[src/rtl/pipeline_hazard_ctrl_if.sv]
// Pipeline hazard controller bus: decode/execute/memory status in, stall/flush controls and counters out.
// The pipeline side (master) drives status; the controller (slave) drives controls.
interface pipeline_hazard_ctrl_if #(
  parameter int RW   = 4,
  parameter int CNTW = 16
);
  logic [RW-1:0]   id_ra;
  logic            id_ra_isreg;
  logic [RW-1:0]   id_rb;
  logic            id_rb_isreg;
  logic [RW-1:0]   ex_rd;
  logic            ex_wb;
  logic            ex_memrd;
  logic            ex_branch_taken;
  logic            mem_req;
  logic            mem_ready;
  logic            pc_stall;
  logic            fd_stall;
  logic            fd_flush;
  logic            de_stall;
  logic            de_flush;
  logic            em_stall;
  logic            mw_bubble;
  logic            busy;
  logic            err_timeout;
  logic [CNTW-1:0] stall_cnt;
  logic [CNTW-1:0] flush_cnt;
  logic [CNTW-1:0] ldu_cnt;

  modport master (
    output id_ra, id_ra_isreg, id_rb, id_rb_isreg, ex_rd, ex_wb, ex_memrd,
           ex_branch_taken, mem_req, mem_ready,
    input  pc_stall, fd_stall, fd_flush, de_stall, de_flush, em_stall, mw_bubble,
           busy, err_timeout, stall_cnt, flush_cnt, ldu_cnt
  );

  modport slave (
    input  id_ra, id_ra_isreg, id_rb, id_rb_isreg, ex_rd, ex_wb, ex_memrd,
           ex_branch_taken, mem_req, mem_ready,
    output pc_stall, fd_stall, fd_flush, de_stall, de_flush, em_stall, mw_bubble,
           busy, err_timeout, stall_cnt, flush_cnt, ldu_cnt
  );
endinterface

[src/rtl/pipeline_hazard_ctrl.sv]
// Stall/flush controller for a 5-stage pipeline: load-use bubbles, taken-branch flushes,
// memory-wait freeze with timeout, and saturating performance counters.
module pipeline_hazard_ctrl #(
  parameter int RW          = 4,
  parameter int MEM_TIMEOUT = 16,
  parameter int CNTW        = 16
) (
  input logic                  clk,
  input logic                  rst,
  pipeline_hazard_ctrl_if.slave bus
);

  localparam int WW = $clog2(MEM_TIMEOUT) + 1;

  typedef enum logic [1:0] {S_RUN, S_MEM_WAIT, S_ERROR} state_e;

  state_e          state_q, state_d;
  logic [WW-1:0]   wcnt_q, wcnt_d;
  logic            err_q, err_d;
  logic [CNTW-1:0] stall_cnt_q, flush_cnt_q, ldu_cnt_q;

  logic ldu, frz, normal, ldu_stall;

  always_comb begin
    ldu = bus.ex_memrd & bus.ex_wb &
          ((bus.id_ra_isreg & (bus.id_ra == bus.ex_rd)) |
           (bus.id_rb_isreg & (bus.id_rb == bus.ex_rd)));
    frz     = 1'b0;
    state_d = state_q;
    wcnt_d  = wcnt_q;
    err_d   = err_q;
    case (state_q)
      S_RUN: begin
        if (bus.mem_req & ~bus.mem_ready) begin
          frz     = 1'b1;
          state_d = S_MEM_WAIT;
          wcnt_d  = WW'(1);
        end
      end
      S_MEM_WAIT: begin
        // Only mem_ready releases the freeze; a dropped mem_req is ignored.
        if (bus.mem_ready) begin
          state_d = S_RUN;
          wcnt_d  = '0;
        end else begin
          frz = 1'b1;
          if (wcnt_q == WW'(MEM_TIMEOUT - 1)) begin
            state_d = S_ERROR;
            err_d   = 1'b1;
          end else begin
            wcnt_d = wcnt_q + WW'(1);
          end
        end
      end
      S_ERROR: frz = 1'b1;
      default: state_d = S_RUN;
    endcase
  end

  assign normal    = ~rst & ~frz;
  assign ldu_stall = normal & ~bus.ex_branch_taken & ldu;

  assign bus.pc_stall    = (~rst & frz) | ldu_stall;
  assign bus.fd_stall    = (~rst & frz) | ldu_stall;
  assign bus.fd_flush    = normal & bus.ex_branch_taken;
  assign bus.de_flush    = normal & (bus.ex_branch_taken | ldu);
  assign bus.de_stall    = ~rst & frz;
  assign bus.em_stall    = ~rst & frz;
  assign bus.mw_bubble   = ~rst & frz;
  assign bus.busy        = ~rst & (state_q != S_RUN);
  assign bus.err_timeout = err_q;
  assign bus.stall_cnt   = stall_cnt_q;
  assign bus.flush_cnt   = flush_cnt_q;
  assign bus.ldu_cnt     = ldu_cnt_q;

  always_ff @(posedge clk or posedge rst) begin
    if (rst) begin
      state_q     <= S_RUN;
      wcnt_q      <= '0;
      err_q       <= 1'b0;
      stall_cnt_q <= '0;
      flush_cnt_q <= '0;
      ldu_cnt_q   <= '0;
    end else begin
      state_q <= state_d;
      wcnt_q  <= wcnt_d;
      err_q   <= err_d;
      if (bus.pc_stall && (stall_cnt_q != {CNTW{1'b1}}))
        stall_cnt_q <= stall_cnt_q + CNTW'(1);
      if (bus.fd_flush && (flush_cnt_q != {CNTW{1'b1}}))
        flush_cnt_q <= flush_cnt_q + CNTW'(1);
      if (ldu_stall && (ldu_cnt_q != {CNTW{1'b1}}))
        ldu_cnt_q <= ldu_cnt_q + CNTW'(1);
    end
  end

endmodule
[src/flat_wrapper.sv]
// flat-port wrapper written by rule: the top's interface ports become plain ports
module pipeline_hazard_ctrl_flat 
#(
  parameter int RW          = 4,
  parameter int MEM_TIMEOUT = 16,
  parameter int CNTW        = 16
)
  (clk, rst, bus_id_ra, bus_id_ra_isreg, bus_id_rb, bus_id_rb_isreg, bus_ex_rd, bus_ex_wb, bus_ex_memrd, bus_ex_branch_taken, bus_mem_req, bus_mem_ready, bus_pc_stall, bus_fd_stall, bus_fd_flush, bus_de_stall, bus_de_flush, bus_em_stall, bus_mw_bubble, bus_busy, bus_err_timeout, bus_stall_cnt, bus_flush_cnt, bus_ldu_cnt);
  pipeline_hazard_ctrl_if #(.RW(RW), .CNTW(CNTW)) bus_i ();
  input logic clk;
  input logic rst;
  input wire logic [$bits(bus_i.id_ra)-1:0] bus_id_ra;
  input wire logic [$bits(bus_i.id_ra_isreg)-1:0] bus_id_ra_isreg;
  input wire logic [$bits(bus_i.id_rb)-1:0] bus_id_rb;
  input wire logic [$bits(bus_i.id_rb_isreg)-1:0] bus_id_rb_isreg;
  input wire logic [$bits(bus_i.ex_rd)-1:0] bus_ex_rd;
  input wire logic [$bits(bus_i.ex_wb)-1:0] bus_ex_wb;
  input wire logic [$bits(bus_i.ex_memrd)-1:0] bus_ex_memrd;
  input wire logic [$bits(bus_i.ex_branch_taken)-1:0] bus_ex_branch_taken;
  input wire logic [$bits(bus_i.mem_req)-1:0] bus_mem_req;
  input wire logic [$bits(bus_i.mem_ready)-1:0] bus_mem_ready;
  output wire logic [$bits(bus_i.pc_stall)-1:0] bus_pc_stall;
  output wire logic [$bits(bus_i.fd_stall)-1:0] bus_fd_stall;
  output wire logic [$bits(bus_i.fd_flush)-1:0] bus_fd_flush;
  output wire logic [$bits(bus_i.de_stall)-1:0] bus_de_stall;
  output wire logic [$bits(bus_i.de_flush)-1:0] bus_de_flush;
  output wire logic [$bits(bus_i.em_stall)-1:0] bus_em_stall;
  output wire logic [$bits(bus_i.mw_bubble)-1:0] bus_mw_bubble;
  output wire logic [$bits(bus_i.busy)-1:0] bus_busy;
  output wire logic [$bits(bus_i.err_timeout)-1:0] bus_err_timeout;
  output wire logic [$bits(bus_i.stall_cnt)-1:0] bus_stall_cnt;
  output wire logic [$bits(bus_i.flush_cnt)-1:0] bus_flush_cnt;
  output wire logic [$bits(bus_i.ldu_cnt)-1:0] bus_ldu_cnt;
  assign bus_i.id_ra = bus_id_ra;
  assign bus_i.id_ra_isreg = bus_id_ra_isreg;
  assign bus_i.id_rb = bus_id_rb;
  assign bus_i.id_rb_isreg = bus_id_rb_isreg;
  assign bus_i.ex_rd = bus_ex_rd;
  assign bus_i.ex_wb = bus_ex_wb;
  assign bus_i.ex_memrd = bus_ex_memrd;
  assign bus_i.ex_branch_taken = bus_ex_branch_taken;
  assign bus_i.mem_req = bus_mem_req;
  assign bus_i.mem_ready = bus_mem_ready;
  assign bus_pc_stall = bus_i.pc_stall;
  assign bus_fd_stall = bus_i.fd_stall;
  assign bus_fd_flush = bus_i.fd_flush;
  assign bus_de_stall = bus_i.de_stall;
  assign bus_de_flush = bus_i.de_flush;
  assign bus_em_stall = bus_i.em_stall;
  assign bus_mw_bubble = bus_i.mw_bubble;
  assign bus_busy = bus_i.busy;
  assign bus_err_timeout = bus_i.err_timeout;
  assign bus_stall_cnt = bus_i.stall_cnt;
  assign bus_flush_cnt = bus_i.flush_cnt;
  assign bus_ldu_cnt = bus_i.ldu_cnt;
  pipeline_hazard_ctrl #(.RW(RW), .MEM_TIMEOUT(MEM_TIMEOUT), .CNTW(CNTW)) u_core (.clk(clk), .rst(rst), .bus(bus_i));
endmodule
[config.mk]
export PLATFORM = sky130hd
export DESIGN_NAME = pipeline_hazard_ctrl_flat
export DESIGN_NICKNAME = d
export VERILOG_FILES = /design/src/rtl/pipeline_hazard_ctrl_if.sv /design/src/rtl/pipeline_hazard_ctrl.sv /design/src/flat_wrapper.sv
export SDC_FILE = /design/constraint.sdc
export NUM_CORES = 1
export LEC_CHECK = 0
export ABC_AREA = 1
export CORE_MARGIN = 2
export CORE_UTILIZATION = 46
export CTS_CLUSTER_DIAMETER = 150
export DETAILED_ROUTE_END_ITERATION = 7
export GPL_ROUTABILITY_DRIVEN = 0
export PLACE_DENSITY_LB_ADDON = 0.05
export SLEW_MARGIN = 20
export SYNTH_ARGS = -nofsm -noshare
export SYNTH_HDL_FRONTEND = slang
export SYNTH_SLANG_ARGS = --single-unit
[constraint.sdc]
create_clock -name clk -period 4.36 [get_ports clk]
set_input_delay 0.654 -clock clk [delete_from_list [all_inputs] [get_ports clk]]
set_output_delay 0.654 -clock clk [all_outputs]
set_load 0.005 [all_outputs]
======== Word level (Yosys, flattened, before mapping) ========
Cells that the tools add are included.
storage, ports and cells
  register bits after elaboration ......... 56
  memories ................................ 0
  latch bits .............................. 0
  ROM bits ................................ 0
  bits in writable memories ............... 0
  logic and storage cells ................. 61
cells by class
  reduce and logical (&&, ||, !) cells .... 9
  add/sub/neg operators ................... 4
  equal/unequal tests ..................... 11
  multiplexer cells ....................... 11
  div/mod/pow operators ................... 0
  bitwise gates (word level) .............. 20
  shifts and indexed selects .............. 0
  $lt $le $gt $ge ......................... 0
  multiply operators ...................... 0
operators by type and width
  kind                     number
  $add A16 B1 Y16 const B  3
  $ne A16 B16 Y1 const B   3
  $mux W5                  3
  $and A1 B1 Y1            12
  $pmux W5 S2              1
  $reduce_and A3 Y1        3
  $eq A4 B4 Y1             2
  $mux W2                  3
  $pmux W2 S3              1
  $add A5 B1 Y5 const B    1
  $eq A5 B4 Y1 const B     1
  $not A1 Y1               5
  $reduce_bool A2 Y1       2
  $logic_and A1 B1 Y1      3
  $ne A3 B2 Y1 const B     1
  $ne A3 B3 Y1 const B     1
  $or A1 B1 Y1             3
  $pmux W1 S3              1
  $eq A2 B1 Y1 const B     1
  $eq A2 B2 Y1 const B     1
  $logic_not A2 Y1         1
  $mux W1                  2
  $ne A2 B1 Y1 const B     1

======== Logic depth before layout (Yosys ltp) ========
  word-level depth ........................ 10
  depth in mapped cells ................... 12

======== Worst setup path before layout ========
OpenSTA, ideal clock, no wires.
  kind .................................... input port to output port
  from .................................... input rst
  to ...................................... output bus_pc_stall
  path slack .............................. 0.853 ns
  stages on the path ...................... 7
  data required time ...................... 3.706 ns
  arrival ................................. 2.853 ns
  buffers on the path ..................... 2
  cells stage by stage .................... inv_1 > nand3_2 > nor2_4 > nand3_4 > nand2_4 > buf_6 > buf_4
between the ends
  word-level cells in the longest chain between the ends .. 5
  elaborated cells between the ends (all ways) .. 6
  classes of those cells .................. 6 x bitwise
ends and longest elaborated chain
  item                        RTL line                    RTL
  from (decl)                 flat_wrapper.sv:11          input logic rst;
  $not A1 Y1 (*)              --
  $and A1 B1 Y1               pipeline_hazard_ctrl.sv:60  assign normal = ~rst & ~frz;
  $and A1 B1 Y1 (2 in a row)  pipeline_hazard_ctrl.sv:61  assign ldu_stall = normal & ~bus.ex_branch_taken & ldu;
  $or A1 B1 Y1 (*)            --
  to (decl)                   flat_wrapper.sv:22          output wire logic [$bits(bus_i.pc_stall)-1:0] bus_pc_stall;
Mark *: on every way between the ends. The rest lies on a longest branch, timed or not.

======== Worst setup path after layout ========
  from .................................... input rst
  to ...................................... output bus_fd_stall
between the ends
  word-level cells in the longest chain between the ends .. 5
  elaborated cells between the ends (all ways) .. 6
  classes of those cells .................. 6 x bitwise
ends and longest elaborated chain
  item                        RTL line                                                RTL
  $not A1 Y1 (*)              pipeline_hazard_ctrl.sv:60, pipeline_hazard_ctrl.sv:64
  $and A1 B1 Y1               pipeline_hazard_ctrl.sv:60
  $and A1 B1 Y1 (2 in a row)  pipeline_hazard_ctrl.sv:61
  $or A1 B1 Y1 (*)            pipeline_hazard_ctrl.sv:64                              assign bus.fd_stall = (~rst & frz) | ldu_stall;
  to (decl)                   flat_wrapper.sv:23                                      output wire logic [$bits(bus_i.fd_stall)-1:0] bus_fd_stall;
Marks and branches as above.

==> impl_metrics.ini <==
[run_status]
status = finished clean

[floorplanning]
rows = 31
die_h_um = 90.1
core_area_mm2 = 0.00721
io_pins = 78
die_w_um = 90.1
dieArea_mm2 = 0.00813
initial_core_util = 0.473

[clock_tree]
insertion_delay_ns = 0.32
clockBufferDepth = 2
cts_tree = done
cts_max_level = 2
cts_setup_buffers = 0
root_buffer = clkbuf_8
clock_sinks = 56
cts_buffers = 5
clkTransAtPathRegs_ns = 0.10
cts.repair.resized = 0
cts.hold.buffers_added = 0

[timing]
period_share = 0.764
setup_slack_ns = 1.03
timing.final.crit_period_ns = 3.33
hold_viol = 0
max_slew_margin = 0.651
fin_hold_ws_ns = 0.477
worst_pin_slew_ns = 0.523
rsz0062_at_grt = false
fmax_mhz = 300
clock_skew_ns = 0.00885
finalSetupTns_ns = 0
finalMaxSlewViolations = 0
setup_viol = 0

[setup_path]
worstSetupEndpointType = output pin
cp.depth = 7
start_kind = input pin
cpLargestDelayFamily = buffers and inverters
cpMostUsedCell = clkdlybuf4s50_1
critPathKind = in2out
cp_num_buf_inv = 3
slowest_delay_ns = 0.56
critPathArrivalTime_ns = 2.68
crit_fanout = 27
critPathSlowestCell = clkdlybuf4s50_1
reg2regPathDepth = 8
cp.required_ns = 3.71
cp_cell_sequence = clkdlybuf4s50_1, inv_2, nand3_2, nor2_4, nand3_4, nand2_4, clkdlybuf4s50_1

[synth]
synth_most_common_cell = nand2_1
ys_ff_latch = 56
synthCells = 454
syn_area_per_cell_um2 = 7.52
synth_top_area_share = 0.411
syn_area_mm2 = 0.00341
ys_warn_count = 0
async_flop_share = 1.00
syn_nets = 480
yosys.area.top_type = dfrtp_1
synth_edf_count = 0
synth_common_cells = 145 x nand2_1, 56 x dfrtp_1, 55 x inv_1
synth_ff_type = dfrtp_1
synth.area.top_cells = dfrtp_1 41%, nand2_1 16%, inv_1 6.0%, nand3_1 5.6%, xor2_1 5.4%
ys_types = 33
ys_seq_area_frac = 0.411

[layout]
nets = 556
diodes = 0
layout-area-overhead-vs-synth_pct = 26.6
fin_cells = 630
drive_gt1_frac = 0.0603
finalCoreUtilization = 0.599

[grt]
grt_pass1_vias = 2999
grt-ovfl-total = 0
grt_max_degree = 41
antenna_found_initial = 0
grt.total_usage = 0.191
grt_pass1_wl_um = 13100

[detailed_routing]
routedWlPerCell_um = 11.6
routed_via_density = 4.79
ant_nets = 0
wl_um = 7290
via_count = 3015
drtIter0Drc = 62
first_pass_iters = 4
drc = 0

[min_path]
hold_depth = 2
hold_path.class = reg2reg

[place]
dp_hpwl_um = 5530
dp.cells = 622
port_buffers = 77
place_ws_ns = 0.965

[pwr]
powerDensity_mw_per_mm2 = 307
worst_ir_drop_vdd_mv = 0.206
p_leak_nw = 2.08

[flow_run]
drv_cap = 0
[final timing paths]
path	endpoint	slack [ns]	from
max	bus_fd_stall	1.03	rst
min	u_core.bus.err_timeout	0.48	u_core.bus.err_timeout
max reg2reg	u_core.bus.stall_cnt[9]	2.43	u_core.bus.stall_cnt[0]
min reg2reg	u_core.bus.err_timeout	0.48	u_core.bus.err_timeout
max in group asynchronous	u_core.bus.ldu_cnt[11]	2.86	rst
min in group asynchronous	u_core.bus.stall_cnt[13]	0.65	rst
[worst register-to-register path: stages (launching register included)]
cell and delay, ns:
dfrtp_1 0.43, ha_1 0.26, nand2_2 0.10, nor3_4 0.28
nand4_2 0.32, inv_1 0.23, nor2_1 0.08, nand3_1 0.08
nand2_1 0.06
[placed cells by master (no fill, tap or decap)]
cell type,n
nand2_2,4
inv_2,6
dfrtp_1,56
o31ai_1,1
nor2_2,3
nand4_2,1
nor3b_1,1
nor3_4,1
nand3_2,1
inv_6,1
xor2_1,21
nand3_1,38
buf_4,1
nor3_1,9
xnor2_1,14
clkinv_1,1
nor2_4,3
clkinv_4,1
o22ai_1,1
nand2_4,1
nand3_4,1
a21oi_1,5
nor3_2,1
clkinv_2,1
nor2_1,42
a32o_1,1
clkdlybuf4s50_1,77
o21ai_0,10
nand4_4,1
clkbuf_8,5
o21ai_1,7
ha_1,5
nand3b_1,5
nand4_1,6
inv_1,54
nand2_1,145
[layer usage]
layer / vias to the layer above / GRT usage / share of wire / wire length, µm
met5: - / 0 / 0 / 0
met4: 0 / 0.0538 / 0.013 / 98
met3: 9 / 0.0327 / 0.040 / 289
met2: 66 / 0.334 / 0.49 / 3570
met1: 1376 / 0.244 / 0.46 / 3330
li1: 1564 / - / - / -
[flip-flops by register name, summed over array words and instances (netlist names)]
register / count
u_core.bus.stall_cnt: 16
u_core.bus.ldu_cnt: 16
u_core.bus.err_timeout: 1
u_core.state_q: 2
u_core.wcnt_q: 5
u_core.bus.flush_cnt: 16
[final cells by class]
type | count | area, µm²
clock inverter | 3 | 22.5
timing repair buffer | 78 | 778
fill | 703 | 2890
sequential | 56 | 1400
clock buffer | 5 | 68.8
multi-input combinational | 328 | 1700
inverter | 61 | 229
tap | 99 | 124
[through the flow]
step           instance area [µm²]  power [W]
6_report                      4320    0.00133
4_1_cts                       4320    0.00135
3_3_place_gp                  4230    0.00103
2_1_floorplan                 3410   0.000850
5_1_grt                       4320    0.00143
3_5_place_dp                  4230    0.00104
[power breakdown]
part | internal (W) | switching [W]
Clock | 0.000116 | 0.000183
Combinational | 0.000197 | 0.000157
Sequential | 0.000587 | 0.0000894
Total | 0.000900 | 0.000429
[logic make-up (layout without fill, tap and decap cells)]
group	after synthesis	after routing	synth area share
xor+xnor	35	35	0.0898
fa+ha+maj	5	5	0.0183
compound gates	25	25	0.0392
simple gates	263	263	0.350
flops	56	56	0.411
buf+inv	70	147	0.0916
(Power assumes the default switching activity.)
